$ cat src/rtl/feed_pkg.sv
// Shared message types and field positions for the redundant-feed merger.
package feed_pkg;
    localparam int MSG_W   = 168;
    localparam int SEQ_LSB = 8;
    localparam int SEQ_MSB = 39;

    typedef logic [MSG_W-1:0] msg_t;
    typedef logic [31:0]      seq_t;

    typedef enum logic {
        FEED_A = 1'b0,
        FEED_B = 1'b1
    } feed_t;

    function automatic seq_t get_seq(input msg_t msg);
        return msg[SEQ_MSB:SEQ_LSB];
    endfunction
endpackage

$ cat src/rtl/seq_window.sv
// Tracks next expected sequence number and a seen-bitmap past it; classifies
// each accepted message and advances the window by one step per cycle.
module seq_window
    import feed_pkg::*;
#(
    parameter int WINDOW  = 50,
    parameter int TIMEOUT = 1000
) (
    input  logic clk,
    input  logic reset,
    input  logic accept,
    input  seq_t seq,
    output logic fwd,
    output logic dup,
    output logic drop,
    output seq_t next_seq,
    output logic gap_skip
);
    localparam int IDX_W = (WINDOW > 1) ? $clog2(WINDOW) : 1;
    localparam int TMR_W = (TIMEOUT > 1) ? $clog2(TIMEOUT) : 1;
    localparam logic [TMR_W-1:0]  TMR_LAST = TMR_W'(TIMEOUT - 1);
    localparam logic [WINDOW-1:0] ONE      = WINDOW'(1);

    logic [WINDOW-1:0] seen;
    logic [WINDOW-1:0] seen_nxt;
    logic [WINDOW-1:0] seen_at;
    logic [TMR_W-1:0]  timer;
    seq_t              diff;
    logic [IDX_W-1:0]  idx;
    logic              behind;
    logic              ahead;
    logic              hit;

    // Classification uses the pre-advance next_seq; modulo diff handles wrap.
    always_comb begin
        diff     = seq - next_seq;
        idx      = diff[IDX_W-1:0];
        behind   = diff[31];
        ahead    = !behind && (diff >= seq_t'(WINDOW));
        seen_at  = seen >> idx;
        hit      = seen_at[0];
        dup      = accept && (behind || (!ahead && hit));
        drop     = accept && ahead;
        fwd      = accept && !behind && !ahead && !hit;
        seen_nxt = fwd ? (seen | (ONE << idx)) : seen;
    end

    always_ff @(posedge clk) begin
        if (reset) begin
            next_seq <= '0;
            seen     <= '0;
            timer    <= '0;
            gap_skip <= 1'b0;
        end else begin
            gap_skip <= 1'b0;
            if (seen_nxt[0]) begin
                next_seq <= next_seq + 32'd1;
                seen     <= seen_nxt >> 1;
                timer    <= '0;
            end else if (seen_nxt != '0) begin
                if (timer == TMR_LAST) begin
                    next_seq <= next_seq + 32'd1;
                    seen     <= seen_nxt >> 1;
                    timer    <= '0;
                    gap_skip <= 1'b1;
                end else begin
                    seen  <= seen_nxt;
                    timer <= timer + TMR_W'(1);
                end
            end else begin
                seen  <= seen_nxt;
                timer <= '0;
            end
        end
    end
endmodule

$ cat src/rtl/feed_arbiter.sv
// Round-robin merge of feeds A and B with duplicate/out-of-window removal and
// a single-register output stage.
module feed_arbiter
    import feed_pkg::*;
#(
    parameter int WINDOW  = 50,
    parameter int TIMEOUT = 1000,
    parameter int CNT_W   = 16
) (
    input  logic             clk,
    input  logic             reset,
    input  logic             a_valid,
    input  logic [MSG_W-1:0] a_msg,
    output logic             a_ready,
    input  logic             b_valid,
    input  logic [MSG_W-1:0] b_msg,
    output logic             b_ready,
    output logic             out_valid,
    output logic [MSG_W-1:0] out_msg,
    input  logic             out_ready,
    output logic [31:0]      next_seq,
    output logic             gap_skip,
    output logic [CNT_W-1:0] dup_count,
    output logic [CNT_W-1:0] drop_count
);
    feed_t rr;
    logic  can_take;
    logic  grant_a;
    logic  grant_b;
    logic  accept;
    msg_t  sel_msg;
    seq_t  sel_seq;
    logic  fwd;
    logic  dup;
    logic  drop;

    function automatic logic [CNT_W-1:0] sat_inc(input logic [CNT_W-1:0] c);
        return (&c) ? c : c + CNT_W'(1);
    endfunction

    // No grant during reset so nothing is consumed and then thrown away.
    always_comb begin
        can_take = !out_valid || out_ready;
        grant_a  = !reset && can_take && a_valid && (!b_valid || rr == FEED_A);
        grant_b  = !reset && can_take && b_valid && (!a_valid || rr == FEED_B);
        accept   = grant_a || grant_b;
        sel_msg  = grant_b ? b_msg : a_msg;
        sel_seq  = get_seq(sel_msg);
    end

    assign a_ready = grant_a;
    assign b_ready = grant_b;

    seq_window #(
        .WINDOW  (WINDOW),
        .TIMEOUT (TIMEOUT)
    ) u_window (
        .clk      (clk),
        .reset    (reset),
        .accept   (accept),
        .seq      (sel_seq),
        .fwd      (fwd),
        .dup      (dup),
        .drop     (drop),
        .next_seq (next_seq),
        .gap_skip (gap_skip)
    );

    always_ff @(posedge clk) begin
        if (reset) begin
            rr         <= FEED_A;
            out_valid  <= 1'b0;
            out_msg    <= '0;
            dup_count  <= '0;
            drop_count <= '0;
        end else begin
            if (grant_a && b_valid) begin
                rr <= FEED_B;
            end else if (grant_b && a_valid) begin
                rr <= FEED_A;
            end
            if (fwd) begin
                out_valid <= 1'b1;
                out_msg   <= sel_msg;
            end else if (out_ready) begin
                out_valid <= 1'b0;
            end
            if (dup) begin
                dup_count <= sat_inc(dup_count);
            end
            if (drop) begin
                drop_count <= sat_inc(drop_count);
            end
        end
    end
endmodule
$ cat config.mk
export PLATFORM = sky130hd
export DESIGN_NAME = feed_arbiter
export DESIGN_NICKNAME = d
export VERILOG_FILES = /design/src/rtl/feed_pkg.sv /design/src/rtl/seq_window.sv /design/src/rtl/feed_arbiter.sv
export SDC_FILE = /design/constraint.sdc
export NUM_CORES = 1
export LEC_CHECK = 0
export BUFFER_PORTS_ARGS = -buffer_cell sky130_fd_sc_hd__buf_2
export CAP_MARGIN = 20
export CORE_AREA = 4 4 222 224
export DETAILED_ROUTE_END_ITERATION = 8
export DIE_AREA = 0 0 226 228
export PLACE_DENSITY = 0.55
export SKIP_CTS_REPAIR_TIMING = 1
export SYNTH_ARGS = -nofsm -noshare
export SYNTH_HDL_FRONTEND = slang
export SYNTH_SLANG_ARGS = --single-unit
$ cat constraint.sdc
create_clock -name clk -period 9.45 [get_ports clk]
set_input_delay 1.89 -clock clk [delete_from_list [all_inputs] [get_ports clk]]
set_output_delay 1.89 -clock clk [all_outputs]
set_load 0.02 [all_outputs]
# Word-level counts from Yosys, hierarchy flattened
# Cells that the tools add are included.
dict set report totals {
  regBits 295
  elab_cells 76
}
dict set report classes {
  add_sub_neg 5
  n_lt_le_gt_ge 1
  n_eq_ne 1
  shifts 2
  muxes 13
  bitwise_logic 5
  reduce_logical 39
}
# op n
set op_table {}
lappend op_table {{two-way mux 168 bit} 1}
lappend op_table {{two-way mux 50 bit} 3}
lappend op_table {{two-way mux 32 bit} 3}
lappend op_table {{bitwise OR 50 bit} 1}
lappend op_table {{nonzero test 50 bit} 1}
lappend op_table {{left shift 1 x 6 -> 50 bit (first input constant)} 1}
lappend op_table {{right shift 50 x 6 -> 1 bit} 1}
lappend op_table {{two-way mux 49 bit} 1}
lappend op_table {{adder 16 x 1 -> 16 bit (second input constant)} 2}
lappend op_table {{adder 32 x 1 -> 32 bit (second input constant)} 1}
lappend op_table {{greater-or-equal comparator 32 x 6 -> 1 bit (second input constant)} 1}
lappend op_table {{AND reduction 16 bit} 2}
lappend op_table {{subtractor 32 bit} 1}
lappend op_table {{logical AND 1 bit} 14}
lappend op_table {{adder 10 x 1 -> 10 bit (second input constant)} 1}
lappend op_table {{== test 10 bit (second input constant)} 1}
lappend op_table {{nonzero test 2 bit} 4}
lappend op_table {{logical NOT 1 bit} 7}
lappend op_table {{AND reduction 2 bit} 3}
lappend op_table {{logical OR 1 bit} 5}
lappend op_table {{two-way mux 1 bit} 5}
lappend op_table {{inverter 1 bit} 4}
lappend op_table {{OR reduction 4 bit} 1}
lappend op_table {{OR reduction 3 bit} 1}
lappend op_table {{OR reduction 2 bit} 1}

# Longest topological paths before layout
dict set report depth {
  ltp_word 16
  depth_mapped 25
  depth_no_buf 19
}

# Modules after synthesis
# A second synthesis with hierarchy kept.
dict set report hier_totals {
  hier_cells 1964
  hier_area_um2 16355.7
}
# mod instances cells_each area_per_inst_um2
set modules_own_cells {}
lappend modules_own_cells {feed_arbiter 1 985 9142.5}
lappend modules_own_cells {seq_window 1 979 7213.2}

# Worst setup path before layout
# Ideal clock, no wire load.
dict set report synth_timing {
  kind {input-to-reg}
  start {input port reset}
  end {register u_window.next_seq[30]}
  setup_ps 128
  arrival_ps 6506
  setup_slack_ps 2816
  cell_stages 23
  n_path_buf 6
  path_cell_list {buf_2 -> inv_2 -> nand4_1 -> clkbuf_1 -> clkbuf_1 -> mux2i_1 -> ha_1 -> fa_1 -> nand2b_1 -> a21oi_1 -> xor2_1 -> buf_2 -> mux4_2 -> a32oi_1 -> nand4_1 -> a311oi_1 -> nand4_2 -> o21a_1 -> buf_2 -> buf_4 -> nor4_2 -> xnor2_1 -> nor2_1}
}
dict set report synth_via {
  elab_chain_len 15
}
# element line
set synth_rtl {}
lappend synth_rtl {{start, declared} feed_arbiter.sv:11} ;# input logic reset,
lappend synth_rtl {{logical NOT 1 bit} {feed_arbiter.sv:44, feed_arbiter.sv:45}}
lappend synth_rtl {{logical AND 1 bit} {feed_arbiter.sv:44, feed_arbiter.sv:45}}
lappend synth_rtl {{logical AND 1 bit (2 in a row)} feed_arbiter.sv:45} ;# grant_b = !reset && can_take && b_valid && (!a_valid || rr == FEED_B);
lappend synth_rtl {{two-way mux 168 bit} feed_arbiter.sv:47} ;# sel_msg = grant_b ? b_msg : a_msg;
lappend synth_rtl {{subtractor 32 bit} seq_window.sv:36} ;# diff = seq - next_seq;
lappend synth_rtl {{greater-or-equal comparator 32 x 6 -> 1 bit / logical NOT 1 bit (equally long branches)} {seq_window.sv:39, seq_window.sv:44}}
lappend synth_rtl {{logical AND 1 bit} seq_window.sv:39} ;# ahead = !behind && (diff >= seq_t'(WINDOW));
lappend synth_rtl {{logical NOT 1 bit} seq_window.sv:44} ;# fwd = accept && !behind && !ahead && !hit;
lappend synth_rtl {{logical AND 1 bit (2 in a row)} seq_window.sv:44}
lappend synth_rtl {{two-way mux 50 bit} seq_window.sv:45} ;# seen_nxt = fwd ? (seen | (ONE << idx)) : seen;
lappend synth_rtl {{nonzero test 50 bit} seq_window.sv:60} ;# end else if (seen_nxt != '0) begin
lappend synth_rtl {{nonzero test 2 bit (no source line)} -}
lappend synth_rtl {{AND reduction 2 bit (no source line)} -}
lappend synth_rtl {{end signal, assigned} seq_window.sv:57} ;# next_seq <= next_seq + 32'd1;
lappend synth_rtl {{end signal, assigned} seq_window.sv:62} ;# next_seq <= next_seq + 32'd1;
lappend synth_rtl {{end, declared} seq_window.sv:16} ;# output seq_t next_seq,
# Parallel ways exist; a longest one is shown, timed or not.
# A chain may end at the register's enable or synchronous reset.

# Worst setup path in the final report
dict set report layout_timing {
  start {input port reset}
  end {register out_msg[141]}
}
dict set report layout_via {
  elab_chain_len 11
}
# element line
set layout_rtl {}
lappend layout_rtl {{logical NOT 1 bit *} feed_arbiter.sv:45}
lappend layout_rtl {{logical AND 1 bit * (3 in a row)} feed_arbiter.sv:45}
lappend layout_rtl {{two-way mux 168 bit *} feed_arbiter.sv:47}
lappend layout_rtl {{net sel_msg[15]} feed_arbiter.sv:31} ;# msg_t sel_msg;
lappend layout_rtl {{subtractor 32 bit *} seq_window.sv:36}
lappend layout_rtl {{greater-or-equal comparator 32 x 6 -> 1 bit / logical NOT 1 bit (equally long branches)} {seq_window.sv:39, seq_window.sv:44}}
lappend layout_rtl {{logical AND 1 bit} seq_window.sv:39}
lappend layout_rtl {{logical NOT 1 bit} seq_window.sv:44}
lappend layout_rtl {{logical AND 1 bit * (2 in a row)} seq_window.sv:44}
lappend layout_rtl {{end signal, assigned} feed_arbiter.sv:84} ;# out_msg <= sel_msg;
lappend layout_rtl {{end, declared} feed_arbiter.sv:19} ;# output logic [MSG_W-1:0] out_msg,
# The timed path passes the listed nets; every way through them passes the cells marked *.

==> reports/qor.yml <==
status:
  status: "completed"
floorplanning:
  coreArea_um2: 47300
  die-area_um2: 51500
  chipWidth_um: 226
  std_cell_rows: 80
  die_y_um: 228
  start_util: 0.339
  pin_count: 577
critical_path:
  start_kind: "input port"
  ff2ff_path_depth: 20
  worst-setup-path-type: "in2reg"
  arrival_ns: 8.03
  worstSetupEndpointType: "flop"
  worstPathMaxFanout: 80
  cp_slowest_cell: "nor4b_4"
  cp_cell_sequence: "clkbuf_8 -> inv_2 -> nand4_1 -> buf_4 -> nand2_1 -> nand2_1 -> ha_1 -> a21oi_1 -> nand2_1 -> o21a_1 -> o211ai_1 -> a31oi_1 -> o21ba_2 -> nor4_1 -> nand2_1 -> nor4b_4 -> buf_4 -> buf_4 -> nor2_1 -> a211oi_1"
  crit_required_ns: 9.89
  r2r_setup_slack_ns: 3.05
  path_common_cell: "nand2_1"
  crit_path_max_incr_delay_ns: 0.87
final_layout:
  drive_above_1_share: 0.287
  nNetsFinal: 2794
  fill_cells: 4839
  final_common_cell: "buf_2"
  most-common-layout-cells: "buf_2 (575), nor2_1 (313), dfxtp_1 (295)"
  area_growth_pct: 28.2
  diodes: 0
synthesis:
  synth_xor_area_frac: 0.0442
  async_flop_share: 0
  synth_edf_count: 0
  synthDominantAreaCellType: "dfxtp_1"
  avgSynthCellArea_um2: 8.39
  synth_nets: 2290
  syn-cell-area_um2: 16100
  synth_top_family_by_area: "simple AND/OR/NAND/NOR gates"
  synth_compound_area_frac: 0.175
  yosysSeqAreaShare: 0.368
  synthFlopType: "dfxtp_1"
  yosysWarnings: 0
  synthSimpleGateAreaFrac: 0.216
  synthCells: 1913
  synthMuxAreaShare: 0.120
  ys_top_cells_by_area: "dfxtp_1 (37%), mux2i_1 (11%), a211oi_1 (8.3%)"
  ys_types: 70
  ys_seq_elements: 295
  synth.top_cell.area_share: 0.368
  synthAdderAreaFrac: 0.0285
min_path:
  whs_path_depth: 1
  hp-class: "reg2reg"
route:
  wl_per_cell_um: 21.3
  drt_wl_total_um: 65200
  drc: 0
  num_vias: 16305
  vias_per_cell: 5.33
  ant_nets: 0
  drtIter0Drc: 1160
  firstDrtPassIters: 6
clocking:
  clk_latency_ns: 0.56
  cts_max_path_buffers: 3
  htree_levels: 2
  clockRootBuffer: "clkbuf_16"
  cts_tree: "yes"
  cts_made_buffers: 36
  cts_num_sinks: 295
  clkTransAtPathRegs_ns: 0.06
global_routing:
  antenna_found_initial: 3
  overflow: 0
  grtUsageTotal: 0.239
  grt_pass1_vias: 15713
  grt_max_degree: 95
  grt_pass1_wl_um: 96200
power:
  power_mw: 3.08
  pwr_density_cell_nw_per_um2: 149
  leakage_nw: 9.79
  ir_drop_uv: 92.5
placement:
  io_buffers: 576
  gp_congestion: 0.895
  dp_hpwl_um: 51400
sta:
  finalCriticalPeriod_ns: 7.59
  setup_violations: 0
  finalMaxSlewViolations: 0
  rsz0062_at_grt: "no"
  hold_violations: 0
  relSlewSlack: 0.269
  skew_ns: 0.0278
  timing.final.crit_share: 0.803
  fmax_ghz: 0.132
  fin_setup_tns_ns: 0
  worst_pin_slew_ns: 1.10
run:
  cap_violations: 0
-- where the power goes --
group / switching (mW) / internal, mW
registers: 0.00221 / 1.25
logic: 0.280 / 0.167
clock network: 0.562 / 0.819
total: 0.844 / 2.23
-- cells by family (layout without fill, tap and decap cells) --
| kind of cell | after synthesis | in the layout |
|---|---|---|
| simple gates | 740 | 740 |
| compound gates | 385 | 385 |
| flops | 295 | 295 |
| mux | 188 | 188 |
| buf+inv | 188 | 717 |
| xor+xnor | 81 | 81 |
| fa+ha+maj | 36 | 36 |
-- registers in the layout, indices dropped and copies added (netlist names) --
register,count
dup_count,16
u_window.gap_skip,1
rr,1
drop_count,16
out_valid,1
u_window.seen,50
u_window.next_seq,32
u_window.timer,10
out_msg,168
-- worst max-delay path: cells and delay by family --
family	cells	cell delay, ns
and+or+nand+nor	8	2.39
AOI/OAI and AO/OA	6	1.54
adders and majority gates	1	0.33
buffers and inverters	5	1.77
-- Yosys cell counts (4+ instances only) --
cell type / number
a211oi_1: 177
a21o_1: 13
a21oi_1: 49
a311oi_1: 4
a31oi_1: 7
a32oi_1: 8
a41o_1: 17
a41oi_1: 27
and2_1: 18
and3_1: 40
buf_1: 8
buf_2: 49
clkbuf_1: 84
dfxtp_1: 295
ha_1: 35
inv_1: 43
mux2i_1: 183
mux4_2: 4
nand2_1: 188
nand2b_1: 5
nand3_1: 50
nand4_1: 34
nor2_1: 313
nor2b_1: 4
nor3_1: 20
nor4_1: 20
nor4_2: 17
o211ai_1: 5
o21a_1: 7
o21ai_0: 29
o21ai_1: 7
o31ai_1: 8
or3_1: 6
or4_1: 5
xnor2_1: 56
xor2_1: 25
-- through the flow --
step / cell area, µm² / hold WS [ns] / std cells / setup WS (ns) / utilization
detailed placement: 19400 / 0.449 / 2994 / 1.43 / 0.411
CTS: 20600 / 0.461 / 3057 / 2.02 / 0.435
floorplan: 16100 / 0.426 / 1913 / 2.82 / -
global placement: 19400 / 0.444 / 2994 / 1.43 / 0.411
finish: 20600 / 0.455 / 3057 / 1.86 / 0.435
global route: 20600 / 0.489 / 3057 / 1.52 / 0.435
-- layout make-up --
| cell class | instances | area [µm²] | share of cell area |
|---|---|---|---|
| multi-input combinational | 1430 | 9390 | 0.456 |
| clock inverter | 14 | 168 | 0.00814 |
| clock buffer | 49 | 990 | 0.0481 |
| timing repair buffer | 610 | 3210 | 0.156 |
| sequential | 295 | 5910 | 0.287 |
| inverter | 44 | 165 | 0.00802 |
| tap | 615 | 769 | 0.0374 |
-- layer usage --
| layer | share of wire | global-route usage | up-vias |
|---|---|---|---|
| met3 | 0.057 | 0.0330 | 113 |
| li1 | - | - | 7943 |
| met1 | 0.42 | 0.304 | 7632 |
| met4 | 0.025 | 0.0620 | 4 |
| met2 | 0.50 | 0.425 | 613 |
| met5 | 0.00037 | 0 | - |
-- path summary, 6_finish.rpt --
kind | start | to
max | reset | out_msg[141]
min | u_window.timer[0] | u_window.timer[0]
max reg2reg | out_valid | out_msg[141]
min reg2reg | u_window.timer[0] | u_window.timer[0]
Power figures use the tool's default switching activity.
